[config.mk]
export PLATFORM = sky130hd
export DESIGN_NAME = mux_pipe_reg
export DESIGN_NICKNAME = d
export VERILOG_FILES = /design/src/rtl/mux_pipe_reg.sv
export SDC_FILE = /design/constraint.sdc
export NUM_CORES = 1
export LEC_CHECK = 0
export BUFFER_PORTS_ARGS = -buffer_cell sky130_fd_sc_hd__buf_2
export CORE_ASPECT_RATIO = 0.75
export CORE_MARGIN = 5
export CORE_UTILIZATION = 44
export DETAILED_ROUTE_END_ITERATION = 16
export GPL_ROUTABILITY_DRIVEN = 0
export PLACE_DENSITY = 0.79
export SETUP_SLACK_MARGIN = 0.15
export SLEW_MARGIN = 20
export SYNTH_ARGS = -nofsm -noshare
export SYNTH_HDL_FRONTEND = slang
export SYNTH_SLANG_ARGS = --single-unit
[constraint.sdc]
create_clock -name clk -period 1.5 [get_ports clk]
set_input_delay 0.15 -clock clk [delete_from_list [all_inputs] [get_ports clk]]
set_output_delay 0.15 -clock clk [all_outputs]
set_load 0.005 [all_outputs]
[src/rtl/mux_pipe_reg.sv]
`default_nettype none
// ============================================================================
// Module      : mux_pipe_reg
// Description : Selects one of CHANNELS input words and carries it through a
//               DEPTH-stage register pipeline with valid/ready flow control,
//               bubble collapsing and synchronous flush.
//
// Ports       : clk        - clock, all state updates on posedge
//               rst        - synchronous active-high reset
//               sel        - channel select, sampled on the input transfer
//               in_data    - packed channels, channel k at [k*WIDTH +: WIDTH]
//               in_valid   - producer has a word
//               in_ready   - pipe can accept a word this cycle
//               flush      - discard all contents at the next edge
//               out_data   - data of the last stage
//               out_valid  - last stage holds a word
//               out_ready  - consumer accepts a word
//               occupancy  - number of valid stages
//               stall_cnt  - (MUX_PIPE_REG_STALL_CNT_EN only) saturating
//                            count of cycles with out_valid & !out_ready
//
// Option      : define MUX_PIPE_REG_STALL_CNT_EN to add the stall counter.
//
// Revision    : 1.0 - initial release
// ============================================================================
module mux_pipe_reg #(
    parameter int  WIDTH     = 8,
    parameter int  CHANNELS  = 2,
    parameter int  DEPTH     = 2,
    parameter int  RESET_VAL = 0,
    localparam int SELW      = $clog2(CHANNELS),
    localparam int OCCW      = $clog2(DEPTH + 1)
) (
    input  logic                      clk,
    input  logic                      rst,
    input  logic [SELW-1:0]           sel,
    input  logic [CHANNELS*WIDTH-1:0] in_data,
    input  logic                      in_valid,
    output logic                      in_ready,
    input  logic                      flush,
    output logic [WIDTH-1:0]          out_data,
    output logic                      out_valid,
    input  logic                      out_ready,
    output logic [OCCW-1:0]           occupancy
`ifdef MUX_PIPE_REG_STALL_CNT_EN
    ,
    output logic [15:0]               stall_cnt
`endif
);

    localparam logic [WIDTH-1:0] c_rst_val = WIDTH'(RESET_VAL);

    logic [DEPTH-1:0] r_valid;
    logic [WIDTH-1:0] r_data [DEPTH];
    logic [OCCW-1:0]  r_occ;

    logic [DEPTH-1:0] w_adv;
    logic [DEPTH-1:0] w_valid_nxt;
    logic [OCCW-1:0]  w_occ_nxt;
    logic [WIDTH-1:0] w_sel_data;
    logic             w_stage0_free;
    logic             w_push;

    // Channel mux. Select codes with no matching channel fall through to the
    // reset value, so a non-power-of-two channel count never reads past the
    // packed input vector.
    always_comb begin : p_sel_mux
        w_sel_data = c_rst_val;
        for (int k = 0; k < CHANNELS; k++) begin
            if (sel == SELW'(k)) begin
                w_sel_data = in_data[k*WIDTH +: WIDTH];
            end
        end
    end

    // Advance chain, walked from the output back toward stage 0. w_go means
    // "the stage below may move into the stage currently being visited": it
    // starts as out_ready for the last stage and becomes true for the stage
    // above whenever this stage is empty (bubble) or is itself moving on.
    always_comb begin : p_advance
        logic w_go;
        w_go  = out_ready;
        w_adv = '0;
        for (int i = DEPTH - 1; i >= 0; i--) begin
            w_adv[i] = r_valid[i] & w_go;
            w_go     = ~r_valid[i] | w_go;
        end
        w_stage0_free = w_go;
    end

    assign in_ready = ~rst & ~flush & w_stage0_free;
    assign w_push   = in_valid & in_ready;

    // Next valid bits: a stage is full next cycle if something moves in, or
    // it is full now and nothing moves out.
    always_comb begin : p_valid_nxt
        w_valid_nxt = r_valid;
        for (int i = DEPTH - 1; i > 0; i--) begin
            w_valid_nxt[i] = w_adv[i-1] | (r_valid[i] & ~w_adv[i]);
        end
        w_valid_nxt[0] = w_push | (r_valid[0] & ~w_adv[0]);
    end

    always_comb begin : p_occ_nxt
        w_occ_nxt = '0;
        for (int i = 0; i < DEPTH; i++) begin
            w_occ_nxt = w_occ_nxt + OCCW'(w_valid_nxt[i]);
        end
    end

    always_ff @(posedge clk) begin : p_pipe
        if (rst) begin
            r_valid <= '0;
            r_occ   <= '0;
            for (int i = 0; i < DEPTH; i++) begin
                r_data[i] <= c_rst_val;
            end
        end else if (flush) begin
            // Data registers are left as they are; only the valid bits matter.
            r_valid <= '0;
            r_occ   <= '0;
        end else begin
            r_valid <= w_valid_nxt;
            r_occ   <= w_occ_nxt;
            if (w_push) begin
                r_data[0] <= w_sel_data;
            end
            for (int i = 1; i < DEPTH; i++) begin
                if (w_adv[i-1]) begin
                    r_data[i] <= r_data[i-1];
                end
            end
        end
    end

    assign out_data  = r_data[DEPTH-1];
    assign out_valid = r_valid[DEPTH-1];
    assign occupancy = r_occ;

`ifdef MUX_PIPE_REG_STALL_CNT_EN
    logic [15:0] r_stall_cnt;

    // Saturating stall counter; only reset clears it, flush leaves it alone.
    always_ff @(posedge clk) begin : p_stall_cnt
        if (rst) begin
            r_stall_cnt <= '0;
        end else if (r_valid[DEPTH-1] && !out_ready && (r_stall_cnt != 16'hFFFF)) begin
            r_stall_cnt <= r_stall_cnt + 16'd1;
        end
    end

    assign stall_cnt = r_stall_cnt;
`else
    // Stall counter not built in this configuration.
`endif

endmodule
`default_nettype wire

==> results.cfg, run 1 <==
[detailed_routing]
viasPerCell = 4.92
drtPass1Iterations = 4
drc = 0
wl_per_cell_um = 14.4
drt_iter0_drc = 13
finalWirelength_mm = 2.07
num_vias = 703
antenna_left = 0

[global_route]
grt_pass1_vias = 720
grt_pass1_wl_mm = 3.33
grt_overflow_total = 0
grt_start_max_net_pins = 17
antenna_found_initial = 0
grt.total_usage_pct = 12.6

[worst_hold_path]
whs_path_depth = 2
hold_path_class = input port to flip-flop
hp-start = in_valid
hold_end = r_valid[0]

[synth]
synth_top_family_by_area = simple AND/OR/NAND/NOR gates
synth_top_area_share_pct = 46.0
synth_edf_count = 16
ys_top_cells_by_count = 16 x edfxtp_1, 9 x buf_4, 8 x mux2i_1, 8 x nor4b_1, 7 x nor4_2
synth_compound_area_share_pct = 3.47
yosysTopAreaCell = edfxtp_1
post_synth.cell_area_avg_um2 = 13.7
yosysMostFrequentCell = edfxtp_1
muxShareOfSynthArea_pct = 7.66
yosysUniqueCellTypes = 24
synth-seq-cells = 20
synth_xor_area_share_pct = 0
syn_area_um2 = 1040
synthCells = 76
synthTopCellsByArea = edfxtp_1 46%, nor4_2 8.4%, dfxtp_1 7.7%
synth_warnings = 0
synth_ff_type = edfxtp_1
ys_seq_area_share_pct = 53.7
synth_nets = 99
ys_async_sr_fraction_pct = 0
yosys.area_share.simple_pct = 22.4
synth_adder_area_share_pct = 1.20

[timing]
hold_viol = 0
post-route-period-util_pct = 90.8
slew_headroom_pct = 71.6
worstMarginPinSlew_ns = 0.426
setup_viol = 0
fmax_ghz = 0.734
fin_crit_ns = 1.36
rsz0062_at_grt = yes
setup_tns_ns = 0
fin_skew_ns = 0.0112
slew_viol_final = 0

[floorplanning]
die-area_um2 = 3460
ioPinCount = 34
dieHeight_um = 52.2
initial_core_util_pct = 45.6
num_rows = 15
fp.dieW_um = 66.3
core-area_um2 = 2290

[cells_and_area]
fillCellCount = 196
antenna_cells = 0
fin_area_um2 = 1340
nets = 133
final_cells = 143
drive_gt1_share_pct = 56.0
syn2layout_area_growth_pct = 28.5

[power]
swShare_pct = 23.1
p_int_uw = 808
powerDensity_nw_per_um2 = 783
p_leak_nw = 0.559
p_seq_share_pct = 60.6
pwr-share-comb_pct = 15.0
power_mw = 1.05
ir_worst_vdd_mv = 0.266
p_switching_uw = 243
clock_power_share_pct = 24.4

[worst_setup_path]
start_kind = flip-flop
cp-end-kind = flip-flop
r2r_end = occupancy[0]
required_ns = 1.69
slowest_delay_ns = 0.33
path_cells = and3b_2 > buf_6 > a21o_1 > ha_1 > and2_1
cp_slowest_cell = dfxtp_2
crit_type = flip-flop to flip-flop
path_max_fanout = 4
r2r-start = r_valid[0]
rrSetupSlack_ns = 0.14
crit_arrival_ns = 1.55
rr_worst_depth = 5

[clocking]
h-tree-depth = 1
clk_pin_slew_ns = 0.10
numCtsBuffers = 3
clock_latency_ns = 0.29
cts_tree = yes
cts_hold_buf = 0
root_buffer = clkbuf_4
clock-sinks = 20
cts_buffer_depth = 2

[place]
portBuffers = 33
placed_area_um2 = 1190
dp_cells = 132
dp_hpwl_mm = 1.43

[flow_run]
max_cap_violations = 0

[outcome]
status = completed
## power groups by stage
| stage | sequential [mW] | combinational (mW) | clock (mW) |
|---|---|---|---|
| 4_1_cts | 0.638 | 0.145 | 0.264 |
| 5_1_grt | 0.641 | 0.173 | 0.298 |
| 3_5_place_dp | 0.650 | 0.141 | 0 |
| 2_1_floorplan | 0.648 | 0.101 | 0 |
| 3_3_place_gp | 0.649 | 0.135 | 0 |
| 6_report | 0.637 | 0.158 | 0.256 |
## registers in the layout, indices dropped and copies added, names as in the netlist
register   count
occupancy      2
r_data        16
r_valid        2
## kinds of logic (layout without fill, tap and decap cells)
logic type / Yosys count / after routing
flip-flops: 20 / 20
buffers and inverters: 16 / 49
AND/OR/NAND/NOR: 26 / 26
AO/OA/AOI/OAI: 5 / 5
adder cells (fa/ha/maj): 1 / 1
multiplexers: 8 / 8
## layer usage
layer	GRT usage, %	wire (µm)	vias up
met3	1.93	143	2
met5	0	0	-
li1	-	-	349
met4	5.07	27	0
met1	17.0	961	322
met2	20.4	934	30
## worst max-delay path, delay by kind of cell (launching register included)
| family | cells | cell delay [ns] |
|---|---|---|
| flops | 1 | 0.33 |
| simple gates | 2 | 0.39 |
| fa+ha+maj | 1 | 0.26 |
| buf+inv | 1 | 0.13 |
| compound gates | 1 | 0.15 |
## timing repair
action	in CTS	in global routing
pin swaps	1	8
resized for setup	3	8
setup endpoints to repair	10	18
buffers inserted	5	1
gates cloned	0	1
## cell type report
type / instances / area, µm² / area share, %
Timing Repair Buffer: 43 / 287 / 21.3
Inverter: 2 / 7.51 / 0.559
Multi-Input combinational cell: 40 / 417 / 31.0
Clock buffer: 4 / 26.3 / 1.96
Sequential cell: 20 / 563 / 41.9
Tap cell: 34 / 42.5 / 3.17
## layout by cell type, fill, tap and decap left out
master,n
buf_12,2
nand2b_1,2
nand2_1,1
clkbuf_16,1
inv_1,2
nor2_4,1
buf_2,33
a21o_1,1
and2_1,2
clkbuf_1,1
a21oi_1,1
and3b_2,1
edfxtp_1,16
dfxtp_1,2
ha_1,1
nor4b_1,7
mux2i_1,8
a31o_2,1
buf_6,1
buf_4,6
o21a_1,1
or2_1,1
nor2_1,2
nor4b_2,1
dfxtp_2,2
nor4_2,3
clkbuf_4,3
o21bai_2,1
nor4_4,5
## through the flow
stage                     util, %  setup WS, ns  hold slack (ns)
after CTS                    54.9         0.132            0.120
final                        58.6         0.137            0.131
after global placement       52.0         0.224            0.415
after detailed placement     52.0         0.136            0.421
after global routing         58.6        0.0789            0.112
after floorplan                 -         0.160            0.274
## worst max-delay path by stage
stage,start,endpoint,cells past startpoint
final,r_valid[0],occupancy[0],5
after global routing,r_valid[0],occupancy[0],5
after CTS,r_valid[1],in_ready,4
after detailed placement,r_valid[0],r_data[0][1],2
after global placement,flush,r_data[0][2],4
after floorplan,r_valid[0],occupancy[0],5
Power figures use the tool's default switching activity.
==> inputs of run 2 (changes only) <==
--- a/config.mk
+++ b/config.mk
@@ -8,10 +8,10 @@
 export BUFFER_PORTS_ARGS = -buffer_cell sky130_fd_sc_hd__buf_2
 export CORE_ASPECT_RATIO = 0.75
 export CORE_MARGIN = 5
-export CORE_UTILIZATION = 44
+export CORE_UTILIZATION = 25
 export DETAILED_ROUTE_END_ITERATION = 16
 export GPL_ROUTABILITY_DRIVEN = 0
-export PLACE_DENSITY = 0.79
+export PLACE_DENSITY = 0.52
 export SETUP_SLACK_MARGIN = 0.15
 export SLEW_MARGIN = 20
 export SYNTH_ARGS = -nofsm -noshare
==> run 2 against run 1 <==
Via count is 3.8% lower. Die area is 61% higher. Critical path type is now flip-flop to output pin. Sequential share of layout area is 0.72 points higher. First-iteration DRC count is 54% higher. Clock power is 39% higher. Register-to-register slack better by 0.07 ns. Setup slack better by 0.067 ns. Critical path depth is 1 lower. Non-clock buffer count is 3 lower. Sequential cell count stayed put.
==> results.cfg, run 2 (synthesis gave the netlist of run 1 again) <==
[cells_and_area]
final_common_cell = buf_2
nets = 130
layout_common_cells = 33 x buf_2, 16 x edfxtp_1, 8 x mux2i_1
syn2layout_area_growth_pct = 26.3
antenna_cells = 0
largest_register_ffs = 16
final_cells = 161
regMostFlops = r_data
fin_area_um2 = 1320
drive_gt1_share_pct = 54.7
fillCellCount = 426

[worst_hold_path]
hold_path_class = input port to flip-flop
hp-start = in_valid

[power]
powerDensity_nw_per_um2 = 865
ir_worst_vdd_mv = 0.299
p_int_uw = 881
p_switching_uw = 260
p_leak_nw = 0.542
pwr-share-comb_pct = 12.9
clock_power_share_pct = 31.1
power_mw = 1.14
swShare_pct = 22.8
p_seq_share_pct = 55.9

[timing]
fin_skew_ns = 0.00381
fin_crit_ns = 1.30
fmax_ghz = 0.772
hold_viol = 0
setup_tns_ns = 0
post-route-period-util_pct = 86.3
slew_headroom_pct = 77.9
setup_viol = 0
rsz0062_at_grt = yes
worstMarginPinSlew_ns = 0.322
slew_viol_final = 0
whs_ns = 0.163

[place]
dp_cells = 154
portBuffers = 33
dp_hpwl_mm = 1.62
placed_area_um2 = 1200

[clocking]
clock_latency_ns = 0.25
clk_pin_slew_ns = 0.07
root_buffer = clkbuf_8
numCtsBuffers = 3
cts_hold_buf = 0
clock-sinks = 20
h-tree-depth = 1
cts_tree = yes
cts_buffer_depth = 2

[floorplanning]
num_rows = 20
ioPinCount = 34
dieHeight_um = 66.0
fp.dieW_um = 84.6
core-area_um2 = 4050
die-area_um2 = 5590
initial_core_util_pct = 25.8

[flow_run]
max_cap_violations = 0

[detailed_routing]
wl_per_cell_um = 13.3
finalWirelength_mm = 2.15
antenna_left = 0
num_vias = 676
drt_iter0_drc = 20
drc = 0
viasPerCell = 4.20
drtPass1Iterations = 2

[worst_setup_path]
rrSetupSlack_ns = 0.21
r2r-start = r_valid[0]
cp-end-kind = output pin
path_max_fanout = 4
crit_arrival_ns = 1.15
crit_type = flip-flop to output pin
start_kind = flip-flop
required_ns = 1.35
crit_start = r_valid[0]

[global_route]
grt_pass1_wl_mm = 3.45
grt_overflow_total = 0
grt_pass1_vias = 727
grt_start_max_net_pins = 17
grt.total_usage_pct = 7.87
antenna_found_initial = 0

[outcome]
status = completed
==> run 2: cell count changes in the layout (fill, tap and decap cells not counted), sizes merged <==
cell,previous run,this run
buf,42,40
clkinv,0,1
clkbuf,5,3
==> run 2: power groups by stage <==
stage	sequential, mW	clock, mW	combinational (mW)
after floorplan	0.648	0	0.101
after global placement	0.651	0	0.134
after detailed placement	0.651	0	0.138
after CTS	0.639	0.366	0.139
after global routing	0.641	0.390	0.164
final	0.638	0.355	0.148
==> run 2: final cells by class <==
class                      count  area [µm²]  area share [%]
sequential                    20         563            42.7
multi-input combinational     40         407            30.8
timing repair buffer          40         229            17.3
tap                           55        68.8            5.21
clock buffer                   3        41.3            3.13
inverter                       2        7.51           0.569
clock inverter                 1        3.75           0.284
==> run 2: final timing paths <==
check                               endpoint  cells past startpoint
worst max-delay path                in_ready                      4
worst min-delay path              r_valid[0]                      2
worst max register to register  r_data[0][8]                      3
worst min register to register    r_valid[1]                      2
==> run 2: stage by stage <==
step                      utilization [%]  worst slack (ns)
after floorplan                         -             0.160
after global placement               29.6             0.186
after detailed placement             29.6             0.176
after CTS                            31.1             0.151
after global routing                 32.6             0.119
final                                32.6             0.205
==> run 2: routing by layer <==
| metal | routed length [µm] | track usage [%] | vias up |
|---|---|---|---|
| li1 | - | - | 335 |
| met1 | 1030 | 10.0 | 319 |
| met2 | 980 | 12.5 | 22 |
| met3 | 137 | 2.86 | 0 |
| met4 | 0 | 2.37 | 0 |
| met5 | 0 | 0 | - |
==> run 2: worst max-delay path: stages (launching register included) <==
cell and delay (ns):
dfxtp_2 0.32, and3b_2 0.24, buf_8 0.14, nor2_4 0.08, buf_2 0.11
==> run 2: repair_timing <==
| action | CTS | global route |
|---|---|---|
| setup endpoints to repair | 1 | 19 |
| buffers inserted | 1 | 2 |
| pin swaps | 1 | 1 |
| resized for setup | 4 | 8 |
==> inputs of run 3 (changes only) <==
--- a/config.mk
+++ b/config.mk
@@ -6,12 +6,11 @@
 export NUM_CORES = 1
 export LEC_CHECK = 0
 export BUFFER_PORTS_ARGS = -buffer_cell sky130_fd_sc_hd__buf_2
-export CORE_ASPECT_RATIO = 0.75
+export CORE_ASPECT_RATIO = 0.5
 export CORE_MARGIN = 5
 export CORE_UTILIZATION = 25
 export DETAILED_ROUTE_END_ITERATION = 16
-export GPL_ROUTABILITY_DRIVEN = 0
-export PLACE_DENSITY = 0.52
+export PLACE_DENSITY = 0.5
 export SETUP_SLACK_MARGIN = 0.15
 export SLEW_MARGIN = 20
 export SYNTH_ARGS = -nofsm -noshare
==> constraint.sdc (replaced) <==
create_clock -name clk -period 1.3 [get_ports clk]
set_input_delay 0.13 -clock clk [delete_from_list [all_inputs] [get_ports clk]]
set_output_delay 0.13 -clock clk [all_outputs]
set_load 0.005 [all_outputs]
==> run 3 against run 2 <==
Combinational power increased by 27%. Worst hold slack got worse by 0.014 ns. Register-to-register slack got worse by 0.17 ns. Clock power increased by 73%. Routed wire length decreased by 0.75%. Setup slack got worse by 0.17 ns.
==> results.cfg, run 3 (synthesis gave the netlist of run 1 again) <==
[clocking]
cts_tree = yes
clk_pin_slew_ns = 0.07
clock-sinks = 20
h-tree-depth = 1
numCtsBuffers = 3
clock_latency_ns = 0.26
root_buffer = clkbuf_8
cts_buffer_depth = 2
cts_hold_buf = 0

[cells_and_area]
syn2layout_area_growth_pct = 39.2
fin_util_pct = 36.7
regMostFlops = r_data
antenna_cells = 0
largest_register_ffs = 16
nets = 139
drive_gt1_share_pct = 67.8
final_common_cell = buf_2
layout_common_cells = 34 x buf_2, 16 x edfxtp_1, 12 x buf_4

[floorplanning]
initial_core_util_pct = 26.4
num_rows = 16
fp.dieW_um = 101
die-area_um2 = 5650
dieHeight_um = 55.7
ioPinCount = 34
core-area_um2 = 3960

[detailed_routing]
antenna_left = 0
drt_iter0_drc = 32
finalWirelength_mm = 2.13
drtPass1Iterations = 2
num_vias = 709
drc = 0
wl_per_cell_um = 12.6
viasPerCell = 4.20

[worst_setup_path]
start_kind = flip-flop
crit_arrival_ns = 1.13
cp-end-kind = output pin
path_max_fanout = 5
rr_worst_depth = 3
required_ns = 1.17
crit_type = flip-flop to output pin

[power]
powerDensity_nw_per_um2 = 1060
p_leak_nw = 0.608
power_mw = 1.54
ir_worst_vdd_mv = 0.383

[timing]
hold_viol = 0
post-route-period-util_pct = 97.3
slew_viol_final = 0
slew_headroom_pct = 81.4
fmax_ghz = 0.791
rsz0062_at_grt = yes
fin_skew_ns = 0.00382
fin_crit_ns = 1.26
setup_tns_ns = 0
worstMarginPinSlew_ns = 0.271
setup_viol = 0

[place]
portBuffers = 33
place_congestion = 0.658
dp_hpwl_mm = 1.51

[global_route]
grt_overflow_total = 0
grt_start_max_net_pins = 13
antenna_found_initial = 0
grt_pass1_vias = 715
grt.total_usage_pct = 8.40
grt_pass1_wl_mm = 3.66

[worst_hold_path]
whs_path_depth = 2
hold_path_class = input port to flip-flop

[outcome]
status = completed

[flow_run]
max_cap_violations = 0
-- run 3: cell count changes in the layout (fill, tap and decap cells not counted), sizes merged --
cell | before | now
buf | 40 | 49
bufinv | 0 | 1
clkinv | 1 | 0
-- run 3: critical path: stages (launching register included) --
cell,delay [ns]
dfxtp_2,0.32
and3b_2,0.25
buf_6,0.14
nor2_2,0.06
buf_2,0.11
-- run 3: final timing paths --
| kind | startpoint | endpoint | slack (ns) |
|---|---|---|---|
| worst max-delay path | r_valid[0] | in_ready | 0.04 |
| worst max register to register | r_valid[0] | r_data[0][1] | 0.04 |
| worst min register to register | r_valid[1] | r_valid[1] | 0.54 |
| worst min-delay path | in_valid | r_valid[0] | 0.15 |
-- run 3: area by class of cell --
class	count	area (µm²)
Fill cell	409	2510
Sequential cell	20	563
Multi-Input combinational cell	40	450
Timing Repair Buffer	49	294
Tap cell	54	67.6
Clock buffer	3	41.3
Clock inverter	1	30.0
Inverter	2	7.51
-- run 3: report_power, final --
part           switching (mW)  internal [mW]  total [mW]
sequential            0.00797          0.727       0.735
combinational          0.0939         0.0939       0.188
clock                   0.203          0.411       0.613
total                   0.305           1.23        1.54
-- run 3: metal layers --
metal	share of wire, %	global-route usage [%]	vias to the layer above
met5	0	0	-
met4	1.3	2.27	0
met3	4.4	3.13	2
met2	45	12.0	13
met1	50	11.8	336
li1	-	-	358
-- run 3: what timing repair did --
action	in CTS	in global routing
endpoints found under the setup margin	25	27
gates resized for setup	7	11
cloned	1	0
buffers inserted	4	3
pin swaps	6	3
-- run 3: through the flow --
step	instances	setup WS, ns	hold slack, ns	instance area, µm²
global route	169	-0.0393	0.163	1450
floorplan	76	0.0406	0.254	1070
CTS	166	0.00316	0.134	1380
finish	169	0.0353	0.148	1450
global placement	157	0.0520	0.402	1240
detailed placement	157	0.0266	0.401	1240
